<file path="src/rtl/mem_access_arbiter_pkg.sv">
// ---------------------------------------------------------------------------
// mem_arb_pkg
// Shared types and default widths for the memory access arbiter slice.
//   arb_state_t : IDLE -> ADDR -> DATA -> DONE transaction sequence
//   ADDR_W      : default address width
//   DATA_W      : default data bus width (must be >= ADDR_W)
// ---------------------------------------------------------------------------
package mem_arb_pkg;

  localparam int ADDR_W = 16;
  localparam int DATA_W = 16;

  typedef enum logic [1:0] {
    ARB_IDLE,
    ARB_ADDR,
    ARB_DATA,
    ARB_DONE
  } arb_state_t;

endpackage

</file>
<file path="src/rtl/mem_access_arbiter_if.sv">
// ---------------------------------------------------------------------------
// mem_access_arbiter_if
// Bundles the two requester handshakes and the MemoryController/data-bus
// signals of the memory access arbiter.
//   req0/we0/addr0/wdata0/ack0 : requester 0 (CPU) transaction port
//   req1/we1/addr1/wdata1/ack1 : requester 1 (loader/DMA) transaction port
//   rdata                      : read data, valid with ack
//   programming_mode           : front panel owns memory, blocks new grants
//   bus_in/bus_out/bus_oe      : resolved bus value, drive value, drive enable
//   set_mar/read_m/write_m     : MemoryController strobes
//   busy/grant_id              : status
// Modports: slave = the arbiter, master = requesters plus memory side.
// ---------------------------------------------------------------------------
interface mem_access_arbiter_if #(
  parameter int ADDR_W = mem_arb_pkg::ADDR_W,
  parameter int DATA_W = mem_arb_pkg::DATA_W
);

  logic              req0;
  logic              we0;
  logic [ADDR_W-1:0] addr0;
  logic [DATA_W-1:0] wdata0;
  logic              ack0;

  logic              req1;
  logic              we1;
  logic [ADDR_W-1:0] addr1;
  logic [DATA_W-1:0] wdata1;
  logic              ack1;

  logic [DATA_W-1:0] rdata;
  logic              programming_mode;

  logic [DATA_W-1:0] bus_in;
  logic [DATA_W-1:0] bus_out;
  logic              bus_oe;

  logic              set_mar;
  logic              read_m;
  logic              write_m;
  logic              busy;
  logic              grant_id;

  modport slave (
    input  req0, we0, addr0, wdata0,
    input  req1, we1, addr1, wdata1,
    input  programming_mode, bus_in,
    output ack0, ack1, rdata,
    output bus_out, bus_oe,
    output set_mar, read_m, write_m,
    output busy, grant_id
  );

  modport master (
    output req0, we0, addr0, wdata0,
    output req1, we1, addr1, wdata1,
    output programming_mode, bus_in,
    input  ack0, ack1, rdata,
    input  bus_out, bus_oe,
    input  set_mar, read_m, write_m,
    input  busy, grant_id
  );

endinterface

</file>
<file path="src/rtl/mem_access_arbiter_select.sv">
// ---------------------------------------------------------------------------
// mem_arb_select
// Purely combinational two-input arbiter.
//   rrLast_i : requester granted most recently (round-robin build only)
//   req_i    : {req1, req0}
//   winner_o : index of the winning requester
//   valid_o  : at least one request is present
// Build option MEM_ARB_FIXED_PRIO_EN: when defined, requester 1 always wins
// a tie and no round-robin history is needed; when undefined, a tie goes to
// the requester that was not granted last.
// ---------------------------------------------------------------------------
module mem_arb_select (
`ifndef MEM_ARB_FIXED_PRIO_EN
  input  logic       rrLast_i,
`endif
  input  logic [1:0] req_i,
  output logic       winner_o,
  output logic       valid_o
);

  // Pick a winner among the active requests; ties resolved by build option.
  always_comb begin
    valid_o  = |req_i;
    winner_o = 1'b0;
    unique case (req_i)
      2'b01:   winner_o = 1'b0;
      2'b10:   winner_o = 1'b1;
`ifdef MEM_ARB_FIXED_PRIO_EN
      2'b11:   winner_o = 1'b1;
`else
      2'b11:   winner_o = ~rrLast_i;
`endif
      default: winner_o = 1'b0;
    endcase
  end

endmodule

</file>
<file path="src/rtl/mem_access_arbiter.sv">
// ---------------------------------------------------------------------------
// mem_access_arbiter
// Shares the single MemoryController port between requester 0 (CPU) and
// requester 1 (loader/DMA), turning each req/ack transaction into the
// set_mar -> read_m/write_m strobe sequence and owning the data-bus enable.
//   clk   : system clock, rising edge
//   reset : synchronous active-high reset
//   bus   : mem_access_arbiter_if.slave (requester ports, strobes, bus)
// Build option MEM_ARB_FIXED_PRIO_EN: requester 1 always wins contention and
// the round-robin history register is not built. Default: round-robin.
// ---------------------------------------------------------------------------
module mem_access_arbiter #(
  parameter int ADDR_W = mem_arb_pkg::ADDR_W,
  parameter int DATA_W = mem_arb_pkg::DATA_W
) (
  input  logic                  clk,
  input  logic                  reset,
  mem_access_arbiter_if.slave   bus
);

  import mem_arb_pkg::*;

  arb_state_t        state_q, state_d;
  logic              weLat_q;
  logic [ADDR_W-1:0] addrLat_q;
  logic [DATA_W-1:0] wdataLat_q;
  logic [DATA_W-1:0] rdata_q;
  logic              grantId_q;
  logic              winner;
  logic              winValid;
  logic              grantNow;
  logic [DATA_W-1:0] addrExt;

  logic              setMar;
  logic              readM;
  logic              writeM;
  logic              busOe;
  logic [DATA_W-1:0] busOut;
  logic              ack0;
  logic              ack1;

`ifndef MEM_ARB_FIXED_PRIO_EN
  logic              rrLast_q;
`endif

  mem_arb_select u_select (
`ifndef MEM_ARB_FIXED_PRIO_EN
    .rrLast_i (rrLast_q),
`endif
    .req_i    ({bus.req1, bus.req0}),
    .winner_o (winner),
    .valid_o  (winValid)
  );

  // A grant only happens from IDLE, and never while the front panel owns memory.
  assign grantNow = (state_q == ARB_IDLE) && winValid && !bus.programming_mode;

  // State register: one state per cycle through the transaction.
  always_ff @(posedge clk) begin
    if (reset) begin
      state_q <= ARB_IDLE;
    end else begin
      state_q <= state_d;
    end
  end

  // Next-state logic: IDLE waits for a grant, the rest advance unconditionally.
  always_comb begin
    state_d = state_q;
    unique case (state_q)
      ARB_IDLE: if (grantNow) state_d = ARB_ADDR;
      ARB_ADDR: state_d = ARB_DATA;
      ARB_DATA: state_d = ARB_DONE;
      ARB_DONE: state_d = ARB_IDLE;
      default:  state_d = ARB_IDLE;
    endcase
  end

  // Transaction capture: the winner's request is frozen at grant so later
  // changes on the requester side cannot disturb the access in flight.
  // Read data is sampled from the bus on the edge leaving DATA.
  always_ff @(posedge clk) begin
    if (reset) begin
      weLat_q    <= 1'b0;
      addrLat_q  <= '0;
      wdataLat_q <= '0;
      rdata_q    <= '0;
      grantId_q  <= 1'b0;
`ifndef MEM_ARB_FIXED_PRIO_EN
      rrLast_q   <= 1'b1;
`endif
    end else begin
      if (grantNow) begin
        weLat_q    <= winner ? bus.we1    : bus.we0;
        addrLat_q  <= winner ? bus.addr1  : bus.addr0;
        wdataLat_q <= winner ? bus.wdata1 : bus.wdata0;
        grantId_q  <= winner;
`ifndef MEM_ARB_FIXED_PRIO_EN
        rrLast_q   <= winner;
`endif
      end
      if ((state_q == ARB_DATA) && !weLat_q) begin
        rdata_q <= bus.bus_in;
      end
    end
  end

  // Zero-extend the latched address onto the wider data bus.
  always_comb begin
    addrExt                = '0;
    addrExt[ADDR_W-1:0]    = addrLat_q;
  end

  // Output decode: strobes and bus drive follow the state alone, so at most
  // one strobe is active and DONE always leaves the bus undriven.
  always_comb begin
    setMar = 1'b0;
    readM  = 1'b0;
    writeM = 1'b0;
    busOe  = 1'b0;
    busOut = '0;
    ack0   = 1'b0;
    ack1   = 1'b0;
    unique case (state_q)
      ARB_ADDR: begin
        setMar = 1'b1;
        busOe  = 1'b1;
        busOut = addrExt;
      end
      ARB_DATA: begin
        if (weLat_q) begin
          writeM = 1'b1;
          busOe  = 1'b1;
          busOut = wdataLat_q;
        end else begin
          readM  = 1'b1;
        end
      end
      ARB_DONE: begin
        ack0 = !grantId_q;
        ack1 = grantId_q;
      end
      default: begin
        setMar = 1'b0;
      end
    endcase
  end

  assign bus.set_mar  = setMar;
  assign bus.read_m   = readM;
  assign bus.write_m  = writeM;
  assign bus.bus_oe   = busOe;
  assign bus.bus_out  = busOut;
  assign bus.ack0     = ack0;
  assign bus.ack1     = ack1;
  assign bus.rdata    = rdata_q;
  assign bus.grant_id = grantId_q;
  assign bus.busy     = (state_q != ARB_IDLE);

endmodule

</file>
<file path="src/flat_wrapper.sv">
// flat-port wrapper written by rule: the top's interface ports become plain ports
module mem_access_arbiter_flat import mem_arb_pkg::*;
#(
  parameter int ADDR_W = mem_arb_pkg::ADDR_W,
  parameter int DATA_W = mem_arb_pkg::DATA_W
)
  (clk, reset, bus_req0, bus_we0, bus_addr0, bus_wdata0, bus_req1, bus_we1, bus_addr1, bus_wdata1, bus_programming_mode, bus_bus_in, bus_ack0, bus_ack1, bus_rdata, bus_bus_out, bus_bus_oe, bus_set_mar, bus_read_m, bus_write_m, bus_busy, bus_grant_id);
  mem_access_arbiter_if #(.ADDR_W(ADDR_W), .DATA_W(DATA_W)) bus_i ();
  input  logic clk;
  input  logic reset;
  input wire logic [$bits(bus_i.req0)-1:0] bus_req0;
  input wire logic [$bits(bus_i.we0)-1:0] bus_we0;
  input wire logic [$bits(bus_i.addr0)-1:0] bus_addr0;
  input wire logic [$bits(bus_i.wdata0)-1:0] bus_wdata0;
  input wire logic [$bits(bus_i.req1)-1:0] bus_req1;
  input wire logic [$bits(bus_i.we1)-1:0] bus_we1;
  input wire logic [$bits(bus_i.addr1)-1:0] bus_addr1;
  input wire logic [$bits(bus_i.wdata1)-1:0] bus_wdata1;
  input wire logic [$bits(bus_i.programming_mode)-1:0] bus_programming_mode;
  input wire logic [$bits(bus_i.bus_in)-1:0] bus_bus_in;
  output wire logic [$bits(bus_i.ack0)-1:0] bus_ack0;
  output wire logic [$bits(bus_i.ack1)-1:0] bus_ack1;
  output wire logic [$bits(bus_i.rdata)-1:0] bus_rdata;
  output wire logic [$bits(bus_i.bus_out)-1:0] bus_bus_out;
  output wire logic [$bits(bus_i.bus_oe)-1:0] bus_bus_oe;
  output wire logic [$bits(bus_i.set_mar)-1:0] bus_set_mar;
  output wire logic [$bits(bus_i.read_m)-1:0] bus_read_m;
  output wire logic [$bits(bus_i.write_m)-1:0] bus_write_m;
  output wire logic [$bits(bus_i.busy)-1:0] bus_busy;
  output wire logic [$bits(bus_i.grant_id)-1:0] bus_grant_id;
  assign bus_i.req0 = bus_req0;
  assign bus_i.we0 = bus_we0;
  assign bus_i.addr0 = bus_addr0;
  assign bus_i.wdata0 = bus_wdata0;
  assign bus_i.req1 = bus_req1;
  assign bus_i.we1 = bus_we1;
  assign bus_i.addr1 = bus_addr1;
  assign bus_i.wdata1 = bus_wdata1;
  assign bus_i.programming_mode = bus_programming_mode;
  assign bus_i.bus_in = bus_bus_in;
  assign bus_ack0 = bus_i.ack0;
  assign bus_ack1 = bus_i.ack1;
  assign bus_rdata = bus_i.rdata;
  assign bus_bus_out = bus_i.bus_out;
  assign bus_bus_oe = bus_i.bus_oe;
  assign bus_set_mar = bus_i.set_mar;
  assign bus_read_m = bus_i.read_m;
  assign bus_write_m = bus_i.write_m;
  assign bus_busy = bus_i.busy;
  assign bus_grant_id = bus_i.grant_id;
  mem_access_arbiter #(.ADDR_W(ADDR_W), .DATA_W(DATA_W)) u_core (.clk(clk), .reset(reset), .bus(bus_i));
endmodule
</file>
<file path="config.mk">
export PLATFORM = sky130hd
export DESIGN_NAME = mem_access_arbiter_flat
export DESIGN_NICKNAME = d
export VERILOG_FILES = /design/src/rtl/mem_access_arbiter_pkg.sv /design/src/rtl/mem_access_arbiter_if.sv /design/src/rtl/mem_access_arbiter_select.sv /design/src/rtl/mem_access_arbiter.sv /design/src/flat_wrapper.sv
export SDC_FILE = /design/constraint.sdc
export NUM_CORES = 1
export LEC_CHECK = 0
export CAP_MARGIN = 0
export CORE_ASPECT_RATIO = 0.8
export CORE_MARGIN = 3
export CORE_UTILIZATION = 45
export CTS_CLUSTER_DIAMETER = 120
export DETAILED_ROUTE_END_ITERATION = 7
export PLACE_DENSITY_LB_ADDON = 0.05
export SYNTH_ARGS = -nofsm -noshare
export SYNTH_HDL_FRONTEND = slang
export SYNTH_SLANG_ARGS = --single-unit
</file>
<file path="constraint.sdc">
create_clock -name clk -period 3.8 [get_ports clk]
set_clock_uncertainty 0.05 [all_clocks]
set_input_delay 0.76 -clock clk [delete_from_list [all_inputs] [get_ports clk]]
set_output_delay 0.76 -clock clk [all_outputs]
set_load 0.01 [all_outputs]
</file>
==> results.yml, run 1 <==
floorplan:
  fp.coreArea_um2: 5970
  floorplan.die_area_um2: 7200
  io_pins: 127
  chipWidth_um: 94.1
  num_rows: 25
  die_h_um: 76.5
  initial_utilization_pct: 46.8
route:
  route.detailed.drc: 0
  drt.antenna.violating_nets: 0
  routed_via_density: 5.31
  routed-via-count: 2749
  drt_pre_antenna_iters: 4
  detailed_route_iter0_violations: 121
  post_drt_wl_per_cell_um: 15.8
  route.final.wire_length_mm: 8.19
final_layout:
  layout.cells.most_common_list: "125 x sky130_fd_sc_hd__clkdlybuf4s50_1, 99 x sky130_fd_sc_hd__nand2_1, 53 x sky130_fd_sc_hd__dfxtp_1"
  final_net_count: 531
  layout-drive-gt1-share_pct: 10.8
  num_antenna_cells: 0
  area.growth.synth_to_final_pct: 47.1
  layout_commonest_cell: "sky130_fd_sc_hd__clkdlybuf4s50_1"
hold_path:
  whs_endpoint: "u_core.bus.rdata[0]"
  hold_start: "u_core.bus.rdata[0]"
  whs_path_cells: 2
  min_path_type: "flop to flop"
timing:
  setup_ws_ns: 0.596
  maxClockFrequency_mhz: 312
  period_minus_ws_final_ns: 3.20
  timing_max_transition_violations_final: 0
  finalSetupTns_ns: 0
  final.hold.worst_slack_ns: 0.406
  finalHoldViolCount: 0
  final-setup-viol-count: 0
  finalCritPeriodShare_pct: 84.3
  grt_setup_unrepaired: "no"
  worst_slew_pin_slew_ns: 0.777
  slew_headroom_pct: 48.2
worst_setup_path:
  critical_path.reg2reg.startpoint: "u_core.state_q[0]"
  worst_ep_arrival_ns: 2.39
  r2r_slack_ns: 2.00
  critical_path_required_ns: 2.99
  regToRegEndpoint: "u_core.state_q[0]"
  timing.setup.critical_path_class: "flop to primary output"
  max_stage_delay_ns: 0.56
  cpLargestDelayFamily: "simple AND/OR/NAND/NOR gates"
  cp_num_buf_inv: 2
  path_cells: "inv_1 -> ha_1 -> and2_1 -> a22oi_1 -> nor2b_1 -> clkdlybuf4s50_1"
  critPathCaptureType: "primary output"
  critical_path_peak_fanout: 17
  worst_r2r_path_depth: 6
  cp_slowest_cell: "sky130_fd_sc_hd__and2_1"
  startpoint_kind_of_the_worst_setup_timing_path: "flop"
logic_synthesis:
  syn-cell-area_um2: 2800
  number_of_enable_type_register_cells_in_the_synthesized_netlist: 0
  synth_seq_cells: 53
  mappedNetlistNets: 425
  synth_cell_type_count: 27
  async_reset_ff_share_pct: 0
  post_synth_inst_count: 332
  synth-main-ff-cell: "sky130_fd_sc_hd__dfxtp_1"
  synthesis.area_per_instance_um2: 8.42
  synth_seq_area_share_pct: 38.0
  synth.yosys.warnings: 0
placement:
  detailed_placement_wirelength_estimate_mm: 5.63
  portBuffers: 126
  post-place-ws_ns: 0.922
  place_congestion: 0.865
clocking:
  worst_setup_hold_path_clk_slew_ns: 0.09
  clk_root_buffer_cell: "sky130_fd_sc_hd__clkbuf_8"
  tritoncts.num_buffers: 5
  cts_post_setup_buffers_inserted: 0
  cts.hold.buffers_added: 0
  cts_tree: "built"
  clkSinkCount: 53
  cts_max_level: 2
  ctsResizeCount: 0
  insertion_delay_ns: 0.30
  cts-root-to-sink-buffers: 2
pwr:
  power.internal_w: 0.00125
  share_seq_of_total_power_pct: 38.6
  power_frac_clock_pct: 14.7
  switching_share_pct: 37.2
  power_per_cell_area_nw_per_um2: 485
  vdd.ir_drop.worst_mv: 0.255
  power_switching_w: 0.000742
  combinationalPowerShare_pct: 46.7
  leakage_power_figure_nw: 1.41
global_routing:
  grt_overflow: 0
  grt_antenna_before_repair: 0
  grt_pass1_wl_mm: 13.1
  global_route.usage.total_pct: 22.5
  maximum_number_of_pins_on_one_net_before_global_route_repair: 38
  first_global_vias: 2672
job:
  max-cap-violations: 0
status:
  status: "completed"
-- per-stage QoR --
stage	std cells	utilization, %	cell area [µm²]	total power [W]
4_1_cts	518	68.8	4110	0.00201
5_1_grt	518	68.8	4110	0.00213
6_report	518	68.8	4110	0.00200
2_1_floorplan	332	-	2800	0.00138
3_5_place_dp	512	67.6	4040	0.00171
3_3_place_gp	512	67.6	4040	0.00169
-- tightest hold or removal path, stage by stage (launching register included) --
cell and delay, ns:
sky130_fd_sc_hd__dfxtp_1 0.32, sky130_fd_sc_hd__nand2_1 0.05, sky130_fd_sc_hd__a21oi_1 0.05
-- Yosys cell counts (2+ instances only) --
master                     count  area [µm²]
sky130_fd_sc_hd__nand2_1      99         372
sky130_fd_sc_hd__dfxtp_1      53        1060
sky130_fd_sc_hd__a21oi_1      51         255
sky130_fd_sc_hd__a311oi_2     29         435
sky130_fd_sc_hd__clkbuf_1     20        75.1
sky130_fd_sc_hd__nor2b_1      18         113
sky130_fd_sc_hd__a22oi_1      15         113
sky130_fd_sc_hd__buf_2         7        35.0
sky130_fd_sc_hd__ha_1          6        75.1
sky130_fd_sc_hd__buf_6         5        56.3
sky130_fd_sc_hd__a311oi_1      4        35.0
sky130_fd_sc_hd__inv_1         4        15.0
sky130_fd_sc_hd__nand2b_1      4        25.0
sky130_fd_sc_hd__a21bo_2       2        20.0
sky130_fd_sc_hd__and2_1        2        12.5
sky130_fd_sc_hd__mux2i_1       2        20.0
-- flip-flops by register name, summed over array words and instances, names as in the netlist --
register / count
u_core.bus.grant_id: 1
u_core.bus.rdata: 16
u_core.state_q: 2
u_core.weLat_q: 1
u_core.rrLast_q: 1
u_core.addrExt: 16
u_core.wdataLat_q: 16
-- worst max-delay path by stage --
stage / cells after the start / slack, ns / from / to
final: 6 / 0.60 / u_core.state_q[0] / bus_bus_out[5]
after global routing: 6 / 0.38 / u_core.state_q[0] / bus_bus_out[5]
after CTS: 6 / 0.58 / u_core.state_q[0] / bus_bus_out[5]
after detailed placement: 6 / 0.92 / u_core.state_q[0] / bus_bus_out[5]
after global placement: 6 / 1.05 / u_core.state_q[0] / bus_bus_out[4]
after floorplan: 6 / 1.49 / u_core.state_q[1] / bus_bus_out[12]
-- layer usage --
layer,track usage [%],wire length [µm]
met5,0,0
met4,6.49,136
met3,5.73,610
met2,35.9,3840
met1,30.0,3610
-- cell type report --
class	count	area (µm²)
clock inverter	1	5.00
tap	81	101
multi-input combinational	241	1540
inverter	5	18.8
sequential	53	1060
clock buffer	5	68.8
fill	493	1860
timing repair buffer	132	1310
-- power by group through the flow --
stage	Combinational (W)	Clock, W	Sequential (W)
3_3_place_gp	0.000914	0	0.000779
6_report	0.000932	0.000294	0.000770
4_1_cts	0.000936	0.000305	0.000767
5_1_grt	0.00102	0.000327	0.000782
2_1_floorplan	0.000613	0	0.000767
3_5_place_dp	0.000934	0	0.000777
-- kinds of logic after synthesis --
logic type | share of synthesized area [%]
adder cells (fa/ha/maj) | 2.69
multiplexers | 0.716
AND/OR/NAND/NOR | 19.4
flip-flops | 38.0
AO/OA/AOI/OAI | 32.4
buffers and inverters | 6.89
(Power assumes the default switching activity.)
==> run 2, diff against run 1 <==
--- a/config.mk
+++ b/config.mk
@@ -8,7 +8,7 @@
 export CAP_MARGIN = 0
 export CORE_ASPECT_RATIO = 0.8
 export CORE_MARGIN = 3
-export CORE_UTILIZATION = 45
+export CORE_UTILIZATION = 38
 export CTS_CLUSTER_DIAMETER = 120
 export DETAILED_ROUTE_END_ITERATION = 7
 export PLACE_DENSITY_LB_ADDON = 0.05
==> constraint.sdc (replaced) <==
create_clock -name clk -period 2.6 [get_ports clk]
set_clock_uncertainty 0.05 [all_clocks]
set_input_delay 0.52 -clock clk [delete_from_list [all_inputs] [get_ports clk]]
set_output_delay 0.52 -clock clk [all_outputs]
set_load 0.01 [all_outputs]
==> results.yml, run 2 (synthesis results as in run 1) <==
final_layout:
  layout_commonest_cell: "sky130_fd_sc_hd__clkdlybuf4s50_1"
  num_antenna_cells: 0
  area.growth.synth_to_final_pct: 53.8
  final_net_count: 542
  layout-drive-gt1-share_pct: 14.7
  layout.cells.most_common_list: "111 x sky130_fd_sc_hd__clkdlybuf4s50_1, 99 x sky130_fd_sc_hd__nand2_1, 51 x sky130_fd_sc_hd__a21oi_1, 51 x sky130_fd_sc_hd__dfxtp_1, 29 x sky130_fd_sc_hd__a311oi_2"
  layout.core_utilization_pct: 61.5
  final_area_um2: 4300
pwr:
  leakage_power_figure_nw: 1.71
  switching_share_pct: 36.1
  power_frac_clock_pct: 19.0
  vdd.ir_drop.worst_mv: 0.413
  total_power_w: 0.00318
  combinationalPowerShare_pct: 45.3
  power.internal_w: 0.00203
  share_seq_of_total_power_pct: 35.7
  power_per_cell_area_nw_per_um2: 739
  power_switching_w: 0.00115
worst_setup_path:
  worst_ep_arrival_ns: 1.95
  cp_slowest_cell: "sky130_fd_sc_hd__clkdlybuf4s50_1"
  max_stage_delay_ns: 0.52
  timing.setup.critical_path_class: "flop to primary output"
  critical_path_required_ns: 2.03
  timing.critical_path.from: "u_core.state_q[0]"
  cp_common_cell: "sky130_fd_sc_hd__buf_4"
  critical_path.reg2reg.startpoint: "u_core.state_q[1]"
  critPathCaptureType: "primary output"
  startpoint_kind_of_the_worst_setup_timing_path: "flop"
  path_cells: "inv_2 -> ha_2 -> and2_4 -> buf_4 -> buf_4 -> clkdlybuf4s50_1"
  critical_path_peak_fanout: 8
floorplan:
  die_h_um: 82.7
  initial_utilization_pct: 40.0
  fp.coreArea_um2: 6990
  chipWidth_um: 102
  floorplan.die_area_um2: 8430
  io_pins: 127
  num_rows: 27
timing:
  grt_setup_unrepaired: "no"
  finalCritPeriodShare_pct: 96.8
  finalHoldViolCount: 0
  final.hold.worst_slack_ns: 0.407
  period_minus_ws_final_ns: 2.52
  final-setup-viol-count: 0
  slew_headroom_pct: 52.3
  maxClockFrequency_mhz: 397
  worst_slew_pin_slew_ns: 0.715
  timing_max_transition_violations_final: 0
route:
  routed_via_density: 5.14
  post_drt_wl_per_cell_um: 16.1
  detailed_route_iter0_violations: 142
  drt.antenna.violating_nets: 0
  drt_pre_antenna_iters: 4
  route.final.wire_length_mm: 8.64
  routed-via-count: 2760
  route.detailed.drc: 0
global_routing:
  global_route.usage.total_pct: 19.8
  grt_antenna_before_repair: 0
  grt_overflow: 0
  maximum_number_of_pins_on_one_net_before_global_route_repair: 35
  first_global_vias: 2606
  grt_pass1_wl_mm: 13.0
placement:
  place_congestion: 0.787
  portBuffers: 126
  place_area_um2: 4110
  detailed_placement_wirelength_estimate_mm: 5.96
clocking:
  insertion_delay_ns: 0.31
  cts_tree: "built"
  clk_root_buffer_cell: "sky130_fd_sc_hd__clkbuf_8"
  tritoncts.num_buffers: 5
  clkSinkCount: 53
  worst_setup_hold_path_clk_slew_ns: 0.10
  cts.hold.buffers_added: 0
  cts-root-to-sink-buffers: 2
  cts_max_level: 2
hold_path:
  min_path_type: "flop to flop"
  hold_start: "u_core.bus.rdata[9]"
status:
  status: "completed"
job:
  max-cap-violations: 0
## run 2: cell count changes in the layout (fill, tap and decap cells not counted), sizes merged
cell	delta
and2	+1
dlymetal6s2s	+11
buf	+10
clkdlybuf4s50	-14
bufinv	+1
clkbuf	+1
dlygate4sd2	+3
clkinv	-1
clkinvlp	+1
## run 2: stage by stage
stage                     TNS (ns)  worst slack, ns  instances
after floorplan                  0            0.529        332
after global placement           0           0.0548        526
after detailed placement   -0.0772          -0.0460        526
after CTS                        0          0.00481        535
after global routing             0          0.00388        537
final                            0           0.0842        537
## run 2: layout make-up
cell class / count / area (µm²)
Fill cell: 644 / 2700
Multi-Input combinational cell: 242 / 1560
Tap cell: 87 / 109
Clock buffer: 6 / 82.6
Inverter: 5 / 18.8
Clock inverter: 2 / 37.5
Sequential cell: 53 / 1070
Timing Repair Buffer: 142 / 1420
## run 2: layer usage
metal	routed length (µm)	share of wire, %	vias up	GRT usage (%)
met1	3910	45	1269	26.8
met4	74	0.86	0	5.24
li1	-	-	1394	-
met2	3980	46	89	31.8
met3	683	7.9	8	4.70
met5	0	0	-	0
## run 2: power by group through the flow
stage | registers [W] | logic (W) | clock network, W
floorplan | 0.00112 | 0.000896 | 0
global placement | 0.00114 | 0.00138 | 0
detailed placement | 0.00114 | 0.00140 | 0
CTS | 0.00112 | 0.00142 | 0.000618
global route | 0.00115 | 0.00158 | 0.000652
finish | 0.00113 | 0.00144 | 0.000605
## run 2: path summary, 6_finish.rpt
path / endpoint / slack [ns] / cells after the start
max: bus_write_m / 0.08 / 6
min: u_core.bus.rdata[9] / 0.41 / 2
max reg2reg: u_core.addrExt[14] / 0.88 / 5
min reg2reg: u_core.bus.rdata[9] / 0.41 / 2
## run 2: worst max-delay path: cells and delay by family (launching register included)
family,cells,cell delay (ns)
fa+ha+maj,1,0.22
buf+inv,4,0.84
simple gates,1,0.23
flops,1,0.35
## run 2: repair_timing
item                                    CTS  global route
gates cloned                              0             1
endpoints found under the setup margin   18            13
endpoints found under the hold margin     0             0
resized for setup                         9            17
buffers inserted                          1             1
